==> src/rtl/dvp_pkg.sv <==
// Shared types and constants for the DVP test-pattern transmitter.
// Holds the frame FSM state encoding, the pattern selector and the bar palette.
// Pure declarations: no logic, no timing.
package dvp_pkg;

  typedef enum logic [2:0] {
    IDLE   = 3'd0,
    VSYNC  = 3'd1,
    VBACK  = 3'd2,
    ACTIVE = 3'd3,
    VFRONT = 3'd4
  } state_e;

  typedef enum logic [1:0] {
    PAT_BARS  = 2'd0,
    PAT_SOLID = 2'd1,
    PAT_COORD = 2'd2,
    PAT_RAMP  = 2'd3
  } pattern_e;

  // RGB565 colour bars, left to right: white, yellow, cyan, green,
  // magenta, red, blue, black.
  localparam logic [15:0] BAR_RGB [8] = '{
    16'hFFFF, 16'hFFE0, 16'h07FF, 16'h07E0,
    16'hF81F, 16'hF800, 16'h001F, 16'h0000
  };

endpackage

==> src/rtl/dvp_pattern_tx_if.sv <==
// Camera-side DVP bus: pixel byte clock, frame/line syncs and 8-bit data.
// master = the transmitter driving the pins, slave = a capture block.
// Pure wiring: no latency, no flow control (the bus is free-running).
interface dvp_pattern_tx_if;

  logic       pclk;
  logic       vsync;
  logic       href;
  logic [7:0] data;

  modport master (output pclk, vsync, href, data);
  modport slave  (input  pclk, vsync, href, data);

endinterface

==> src/rtl/dvp_pixel_gen.sv <==
// Test-pattern pixel generator: maps (pattern, x, y, bar, solid, frame) to RGB565.
// Latency: purely combinational, zero cycles.
// Backpressure: none; the caller samples pix whenever it needs a pixel.
module dvp_pixel_gen
  import dvp_pkg::*;
(
  input  pattern_e    pattern,      // latched pattern for the current frame
  input  logic [15:0] x,            // pixel column within the line
  input  logic [7:0]  y,            // low byte of the active line index
  input  logic [2:0]  bar_idx,      // colour-bar index, maintained by the caller
  input  logic [15:0] solid_rgb,    // latched solid colour
  input  logic [15:0] frame_count,  // frames started so far, seeds the ramp
  output logic [15:0] pix
);

  always_comb begin
    pix = 16'h0000;
    case (pattern)
      PAT_BARS:  pix = BAR_RGB[bar_idx];
      PAT_SOLID: pix = solid_rgb;
      PAT_COORD: pix = {y, x[7:0]};
      PAT_RAMP:  pix = x + frame_count;
      default:   pix = 16'h0000;
    endcase
  end

endmodule

==> src/rtl/dvp_pattern_tx.sv <==
// DVP camera emulator: OV7670-style frames of RGB565 test patterns, high byte first.
// Latency: frame starts on the first byte tick with enable high; outputs registered.
// Backpressure: none; free-running pclk, a started frame always runs to completion.
// Ports: clk/reset (sync, active high), enable, pattern_sel, solid_rgb in;
// cam (DVP bus, master), frame_start pulse, frame_count, busy out.
module dvp_pattern_tx
  import dvp_pkg::*;
#(
  parameter int H_ACTIVE    = 640,
  parameter int V_ACTIVE    = 480,
  parameter int H_BLANK     = 144,
  parameter int VSYNC_LINES = 3,
  parameter int V_BACK      = 17,
  parameter int V_FRONT     = 10,
  parameter int PCLK_DIV    = 2
) (
  input  logic                    clk,
  input  logic                    reset,
  input  logic                    enable,
  input  logic [1:0]              pattern_sel,
  input  logic [15:0]             solid_rgb,
  dvp_pattern_tx_if.master        cam,
  output logic                    frame_start,
  output logic [15:0]             frame_count,
  output logic                    busy
);

  localparam int               DIV_W      = $clog2(PCLK_DIV);
  localparam logic [DIV_W-1:0] DIV_LAST   = DIV_W'(PCLK_DIV - 1);
  localparam logic [DIV_W-1:0] DIV_HALF   = DIV_W'(PCLK_DIV / 2);
  localparam logic [15:0]      LINE_BYTES = 16'(2 * H_ACTIVE + H_BLANK);
  localparam logic [15:0]      HREF_BYTES = 16'(2 * H_ACTIVE);
  localparam logic [15:0]      BAR_PIX    = 16'(H_ACTIVE / 8);

  state_e           state_q, state_d;
  logic [DIV_W-1:0] div_cnt_q, div_cnt_d;
  logic             pclk_q, pclk_d;
  logic [15:0]      byte_cnt_q, byte_cnt_d;   // byte position within the line
  logic [15:0]      line_cnt_q, line_cnt_d;   // line within the current state; y in ACTIVE
  logic [15:0]      x_q, x_d;
  logic             phase_q, phase_d;         // 0 = high byte, 1 = low byte
  logic [15:0]      bar_px_q, bar_px_d;       // pixels into the current bar
  logic [2:0]       bar_idx_q, bar_idx_d;
  pattern_e         pat_q, pat_d;
  logic [15:0]      solid_q, solid_d;
  logic [7:0]       pix_lo_q, pix_lo_d;
  logic             vsync_q, vsync_d;
  logic             href_q, href_d;
  logic [7:0]       data_q, data_d;
  logic             frame_start_q, frame_start_d;
  logic [15:0]      frame_count_q, frame_count_d;
  logic             busy_q, busy_d;

  logic             byte_tick;
  logic             line_end;
  logic             last_line;
  logic             start_frame;
  logic [15:0]      state_lines;
  logic [15:0]      pix;

  // The byte tick coincides with the pclk falling edge, so everything that
  // changes on it is stable across the following rising edge.
  assign byte_tick = (div_cnt_q == DIV_LAST);

  always_comb begin
    case (state_q)
      VSYNC:   state_lines = 16'(VSYNC_LINES);
      VBACK:   state_lines = 16'(V_BACK);
      ACTIVE:  state_lines = 16'(V_ACTIVE);
      VFRONT:  state_lines = 16'(V_FRONT);
      default: state_lines = 16'd1;
    endcase
  end

  // Frame FSM and position counters. Counters describe the byte that will be
  // on the bus after this tick.
  always_comb begin
    div_cnt_d     = byte_tick ? '0 : div_cnt_q + DIV_W'(1);
    pclk_d        = (div_cnt_d >= DIV_HALF);
    state_d       = state_q;
    byte_cnt_d    = byte_cnt_q;
    line_cnt_d    = line_cnt_q;
    x_d           = x_q;
    phase_d       = phase_q;
    bar_px_d      = bar_px_q;
    bar_idx_d     = bar_idx_q;
    pat_d         = pat_q;
    solid_d       = solid_q;
    frame_start_d = 1'b0;
    frame_count_d = frame_count_q;
    line_end      = (byte_cnt_q == LINE_BYTES - 16'd1);
    last_line     = (line_cnt_q == state_lines - 16'd1);
    start_frame   = 1'b0;

    if (byte_tick) begin
      if (line_end) begin
        byte_cnt_d = '0;
        x_d        = '0;
        phase_d    = 1'b0;
        bar_px_d   = '0;
        bar_idx_d  = '0;
      end else begin
        byte_cnt_d = byte_cnt_q + 16'd1;
        phase_d    = ~phase_q;
        // A new pixel begins after each low byte; bars advance by counting
        // pixels rather than dividing x.
        if (phase_q) begin
          x_d = x_q + 16'd1;
          if (bar_px_q == BAR_PIX - 16'd1) begin
            bar_px_d  = '0;
            bar_idx_d = bar_idx_q + 3'd1;
          end else begin
            bar_px_d  = bar_px_q + 16'd1;
          end
        end
      end

      if (line_end && state_q != IDLE) begin
        line_cnt_d = last_line ? 16'd0 : line_cnt_q + 16'd1;
      end

      case (state_q)
        IDLE:    if (enable) start_frame = 1'b1;
        VSYNC:   if (line_end && last_line) state_d = VBACK;
        VBACK:   if (line_end && last_line) state_d = ACTIVE;
        ACTIVE:  if (line_end && last_line) state_d = VFRONT;
        VFRONT: begin
          if (line_end && last_line) begin
            if (enable) start_frame = 1'b1;
            else        state_d     = IDLE;
          end
        end
        default: state_d = IDLE;
      endcase

      // Pattern inputs are only sampled here, so changes wait for a frame start.
      if (start_frame) begin
        state_d       = VSYNC;
        byte_cnt_d    = '0;
        line_cnt_d    = '0;
        x_d           = '0;
        phase_d       = 1'b0;
        bar_px_d      = '0;
        bar_idx_d     = '0;
        pat_d         = pattern_e'(pattern_sel);
        solid_d       = solid_rgb;
        frame_start_d = 1'b1;
        frame_count_d = frame_count_q + 16'd1;
      end

      if (state_d == IDLE) begin
        byte_cnt_d = '0;
        line_cnt_d = '0;
        x_d        = '0;
        phase_d    = 1'b0;
        bar_px_d   = '0;
        bar_idx_d  = '0;
      end
    end

    busy_d = (state_d != IDLE);
  end

  dvp_pixel_gen u_pixel_gen (
    .pattern     (pat_q),
    .x           (x_d),
    .y           (line_cnt_d[7:0]),
    .bar_idx     (bar_idx_d),
    .solid_rgb   (solid_q),
    .frame_count (frame_count_q),
    .pix         (pix)
  );

  // Bus outputs for the upcoming byte. The pixel is evaluated on its high
  // byte and the low half held, so both bytes come from one pixel value.
  always_comb begin
    vsync_d  = vsync_q;
    href_d   = href_q;
    data_d   = data_q;
    pix_lo_d = pix_lo_q;
    if (byte_tick) begin
      vsync_d = (state_d == VSYNC);
      href_d  = (state_d == ACTIVE) && (byte_cnt_d < HREF_BYTES);
      data_d  = 8'h00;
      if (href_d) begin
        if (!phase_d) begin
          data_d   = pix[15:8];
          pix_lo_d = pix[7:0];
        end else begin
          data_d   = pix_lo_q;
        end
      end
    end
  end

  always_ff @(posedge clk) begin
    if (reset) begin
      state_q       <= IDLE;
      div_cnt_q     <= '0;
      pclk_q        <= 1'b0;
      byte_cnt_q    <= '0;
      line_cnt_q    <= '0;
      x_q           <= '0;
      phase_q       <= 1'b0;
      bar_px_q      <= '0;
      bar_idx_q     <= '0;
      pat_q         <= PAT_BARS;
      solid_q       <= '0;
      pix_lo_q      <= '0;
      vsync_q       <= 1'b0;
      href_q        <= 1'b0;
      data_q        <= '0;
      frame_start_q <= 1'b0;
      frame_count_q <= '0;
      busy_q        <= 1'b0;
    end else begin
      state_q       <= state_d;
      div_cnt_q     <= div_cnt_d;
      pclk_q        <= pclk_d;
      byte_cnt_q    <= byte_cnt_d;
      line_cnt_q    <= line_cnt_d;
      x_q           <= x_d;
      phase_q       <= phase_d;
      bar_px_q      <= bar_px_d;
      bar_idx_q     <= bar_idx_d;
      pat_q         <= pat_d;
      solid_q       <= solid_d;
      pix_lo_q      <= pix_lo_d;
      vsync_q       <= vsync_d;
      href_q        <= href_d;
      data_q        <= data_d;
      frame_start_q <= frame_start_d;
      frame_count_q <= frame_count_d;
      busy_q        <= busy_d;
    end
  end

  assign cam.pclk    = pclk_q;
  assign cam.vsync   = vsync_q;
  assign cam.href    = href_q;
  assign cam.data    = data_q;
  assign frame_start = frame_start_q;
  assign frame_count = frame_count_q;
  assign busy        = busy_q;

endmodule

==> src/flat_wrapper.sv <==
// flat-port wrapper written by rule: the top's interface ports become plain ports
module dvp_pattern_tx_flat import dvp_pkg::*;
#(
  parameter int H_ACTIVE    = 640,
  parameter int V_ACTIVE    = 480,
  parameter int H_BLANK     = 144,
  parameter int VSYNC_LINES = 3,
  parameter int V_BACK      = 17,
  parameter int V_FRONT     = 10,
  parameter int PCLK_DIV    = 2
)
  (clk, reset, enable, pattern_sel, solid_rgb, frame_start, frame_count, busy, cam_pclk, cam_vsync, cam_href, cam_data);
  dvp_pattern_tx_if cam_i ();
  input  logic clk;
  input  logic reset;
  input  logic enable;
  input  logic [1:0] pattern_sel;
  input  logic [15:0] solid_rgb;
  output logic frame_start;
  output logic [15:0] frame_count;
  output logic busy;
  output wire logic [$bits(cam_i.pclk)-1:0] cam_pclk;
  output wire logic [$bits(cam_i.vsync)-1:0] cam_vsync;
  output wire logic [$bits(cam_i.href)-1:0] cam_href;
  output wire logic [$bits(cam_i.data)-1:0] cam_data;
  assign cam_pclk = cam_i.pclk;
  assign cam_vsync = cam_i.vsync;
  assign cam_href = cam_i.href;
  assign cam_data = cam_i.data;
  dvp_pattern_tx #(.H_ACTIVE(H_ACTIVE), .V_ACTIVE(V_ACTIVE), .H_BLANK(H_BLANK), .VSYNC_LINES(VSYNC_LINES), .V_BACK(V_BACK), .V_FRONT(V_FRONT), .PCLK_DIV(PCLK_DIV)) u_core (.clk(clk), .reset(reset), .enable(enable), .pattern_sel(pattern_sel), .solid_rgb(solid_rgb), .cam(cam_i), .frame_start(frame_start), .frame_count(frame_count), .busy(busy));
endmodule
==> config.mk <==
export PLATFORM = sky130hd
export DESIGN_NAME = dvp_pattern_tx_flat
export DESIGN_NICKNAME = d
export VERILOG_FILES = /design/src/rtl/dvp_pkg.sv /design/src/rtl/dvp_pattern_tx_if.sv /design/src/rtl/dvp_pixel_gen.sv /design/src/rtl/dvp_pattern_tx.sv /design/src/flat_wrapper.sv
export SDC_FILE = /design/constraint.sdc
export NUM_CORES = 1
export LEC_CHECK = 0
export ABC_CLOCK_PERIOD_IN_PS = 4800
export CAP_MARGIN = 20
export CORE_MARGIN = 4
export CORE_UTILIZATION = 50
export DETAILED_ROUTE_END_ITERATION = 10
export GPL_ROUTABILITY_DRIVEN = 0
export PLACE_DENSITY_LB_ADDON = 0.1
export SLEW_MARGIN = 20
export SYNTH_ARGS = -nofsm -noshare
export SYNTH_HDL_FRONTEND = slang
export SYNTH_HIERARCHICAL = 1
export SYNTH_SLANG_ARGS = --single-unit
==> constraint.sdc <==
create_clock -name clk -period 4.8 [get_ports clk]
set_clock_uncertainty 0.05 [all_clocks]
set_input_delay 0.72 -clock clk [delete_from_list [all_inputs] [get_ports clk]]
set_output_delay 0.72 -clock clk [all_outputs]
set_load 0.02 [all_outputs]
==> impl_metrics.yaml <==
status:
  status: "completed"
finish:
  finalNonFillerCells: 1257
  multi_input_area_um2: 5060
  fin_area_um2: 9110
  syn2layout_area_growth_pct: 15.7
  nets: 1081
  drive_above_1_share_pct: 7.74
  fillCellCount: 1445
  antenna_cells_inserted: 0
  seqCellArea_um2: 2520
global_routing:
  overflow: 0
  grt_pass1_wl_mm: 34.8
  grt_start_max_net_pins: 58
  grt_pass1_vias: 6762
  antenna_found_initial: 0
  grt_usage_pct: 24.0
critical_path:
  path_max_fanout: 17
  start_kind: "register"
  worstPathRequired_ps: 5050
  end_kind: "register"
  path_class: "reg2reg"
  arrival_ps: 4740
sta:
  fmaxAchievable_ghz: 0.223
  setup_tns_ps: 0
  fin_crit_sh_pct: 93.6
  final_max_slew_viol_count: 0
  finalHoldViolations: 0
  finalSetupViolCount: 0
  tightest_slew_ps: 930
  slew_headroom_pct: 37.9
  period_needed_ps: 4490
  grt_setup_unrepaired: "false"
placement:
  dpl.hpwl_mm: 15.5
  place_area_um2: 8510
  dp.cells: 1225
  port_buffers: 49
cts:
  cts_hold_buffers: 0
  cts_tree: "yes"
  cts_root_buf: "clkbuf_16"
  cts_buffer_depth: 2
  htree_num_levels: 4
  clock_sinks: 126
  insertion_delay_ps: 430
  post-cts-setup-buffers: 0
  post_cts_resized: 0
  clkSlewWorstSetupHoldPaths_ps: 60
  cts_buffers: 17
floorplanning:
  die_h_um: 133
  core-area_um2: 15300
  dieWidth_um: 133
  dieArea_um2: 17800
  num_rows: 45
  num_io_pins: 50
  initial_utilization_pct: 51.4
synth:
  ys_ff_latch: 126
  synthMuxAreaShare_pct: 4.08
  synthXorXnorAreaFrac_pct: 5.56
  synth_simple_gate_area_share_pct: 29.3
  netlist_area_um2: 7870
  synth-edff-count: 0
  synth_top_family_by_area: "simple AND/OR/NAND/NOR gates"
  synth_compound_area_share_pct: 20.7
  synth_warnings: 6
  synthFlopType: "dfxtp_1"
  synth_adder_area_share_pct: 4.39
  syn_avg_cell_area_um2: 7.82
  synthCells: 1007
  syn_nets: 1055
  ys_types: 83
  synth-seq-area-share_pct: 32.0
  async_reset_ff_share_pct: 0
detailed_routing:
  vias: 7415
  dr.pass1.iters: 6
  drtIter0Drc: 597
  drcViolationCount: 0
  totalWireLength_mm: 21.6
  via_per_inst: 5.90
  wl_per_cell_um: 17.2
  ant_nets: 0
worst_hold_path:
  hp-class: "reg2reg"
power:
  p_leak_uw: 0.00321
  cellPowerDensity_nw_per_um2: 283
  ir_drop_mv: 0.279
flow_run:
  maxCapViolCount: 0
-- layout by cell type, fill, tap and decap left out, types with 5 or more instances in the layout --
master,netlist,routed
a211oi_1,7,7
a21oi_1,79,79
a31oi_1,7,7
and2_1,5,5
and3_1,26,26
and4_1,7,7
buf_4,3,19
clkbuf_16,0,17
clkdlybuf4s50_1,0,48
clkinv_4,0,5
dfxtp_1,126,126
ha_1,26,24
inv_1,14,14
mux2_2,6,6
mux2i_1,24,24
nand2_1,140,140
nand2b_1,24,24
nand3_1,31,31
nand4_1,20,20
nor2_1,77,77
nor2b_1,33,33
nor3_1,16,16
nor3b_1,6,6
nor4_1,17,16
o211ai_1,5,5
o21a_1,5,5
o21ai_0,74,74
o31ai_1,13,13
or3_1,12,12
or4_1,8,8
xnor2_1,22,22
xor2_1,28,28
-- sequential cells by signal, summed over array words and instances (netlist names) --
| name | count |
|---|---|
| u_core/bar_px_q | 16 |
| u_core/byte_cnt_q | 16 |
| u_core/frame_count | 16 |
| u_core/line_cnt_q | 16 |
| u_core/solid_q | 16 |
| u_core/x_q | 16 |
| u_core/cam.data | 8 |
| u_core/pix_lo_q | 8 |
| u_core/bar_idx_q | 3 |
| u_core/state_q | 3 |
| u_core/pat_q | 2 |
| u_core/busy | 1 |
| u_core/byte_tick | 1 |
| u_core/cam.href | 1 |
| u_core/cam.vsync | 1 |
| u_core/frame_start | 1 |
| u_core/phase_q | 1 |
-- kinds of logic (layout without fill, tap and decap cells) --
| family | count (synthesis) | after routing |
|---|---|---|
| flip-flops | 126 | 126 |
| AO/OA/AOI/OAI | 253 | 253 |
| AND/OR/NAND/NOR | 446 | 446 |
| multiplexers | 31 | 31 |
| buffers and inverters | 74 | 113 |
| XOR/XNOR | 50 | 50 |
| adder cells (fa/ha/maj) | 27 | 27 |
-- worst paths after layout --
| check | from | end | slack (ps) | depth (start not counted) |
|---|---|---|---|---|
| worst max-delay path | u_core/state_q[0] | u_core/cam.data[4] | 310 | 19 |
| worst min-delay path | u_core/cam.href | u_core/cam.href | 400 | 2 |
| worst max register to register | u_core/state_q[0] | u_core/cam.data[4] | 310 | 19 |
| worst min register to register | u_core/cam.href | u_core/cam.href | 400 | 2 |
-- layer usage --
layer  share of wire, %  vias up  GRT usage (%)
met4                2.4        0           8.86
li1                   -     3701              -
met3                4.8       37           4.12
met2                 46      190           38.9
met5                  0        -              0
met1                 47     3487           32.3
-- synth_stat cells, types with 14 or more instances --
master    number  share of area (%)
a21oi_1       79                5.0
and3_1        26                2.1
clkbuf_1      43                2.0
dfxtp_1      126                 32
ha_1          26                4.1
inv_1         14               0.67
mux2i_1       24                3.1
nand2_1      140                6.7
nand2b_1      24                1.9
nand3_1       31                2.0
nand4_1       20                1.6
nor2_1        77                3.7
nor2b_1       33                2.6
nor3_1        16                1.0
nor4_1        17                1.4
o21ai_0       74                4.7
xnor2_1       22                2.4
xor2_1        28                3.1
-- critical path: stages, from the launching register on --
cell       delay (ps)
dfxtp_1           460
or3b_1            490
nand2_1           100
ha_2              260
and3_1            170
ha_1              230
xnor2_1           130
a2111o_1          290
a2111o_1          420
nor4_2            240
buf_4             220
or2_2             190
nand3b_1          150
nand2_1            80
a21oi_1           230
a2bb2oi_1         180
o311a_1           170
nand2_1            60
mux2i_1           140
o21ai_0           110
-- per-stage QoR --
stage               total power (uW)  hold slack (ps)  utilization, %  worst slack [ps]
floorplan                       1230              383               -               794
global placement                1300              384            55.5               327
detailed placement              1300              392            55.5               327
CTS                             2590              402            59.4               284
global route                    2640              428            59.5              8.64
finish                          2570              402            59.5               307
-- where the power goes --
| part | internal (uW) | switching, uW | leakage, uW | total, uW |
|---|---|---|---|---|
| clock network | 774 | 520 | 0.000287 | 1290 |
| registers | 1060 | 17.5 | 0.00102 | 1080 |
| logic | 76.4 | 127 | 0.00191 | 203 |
| total | 1910 | 664 | 0.00321 | 2570 |
-- area by class of cell --
type	instances	area share, %
Sequential cell	126	27.7
Timing Repair Buffer	67	6.84
Tap cell	211	2.90
Inverter	14	0.577
Clock buffer	18	4.71
Clock inverter	14	1.74
Multi-Input combinational cell	807	55.5
No activity file was read; power rests on OpenSTA's default activity.
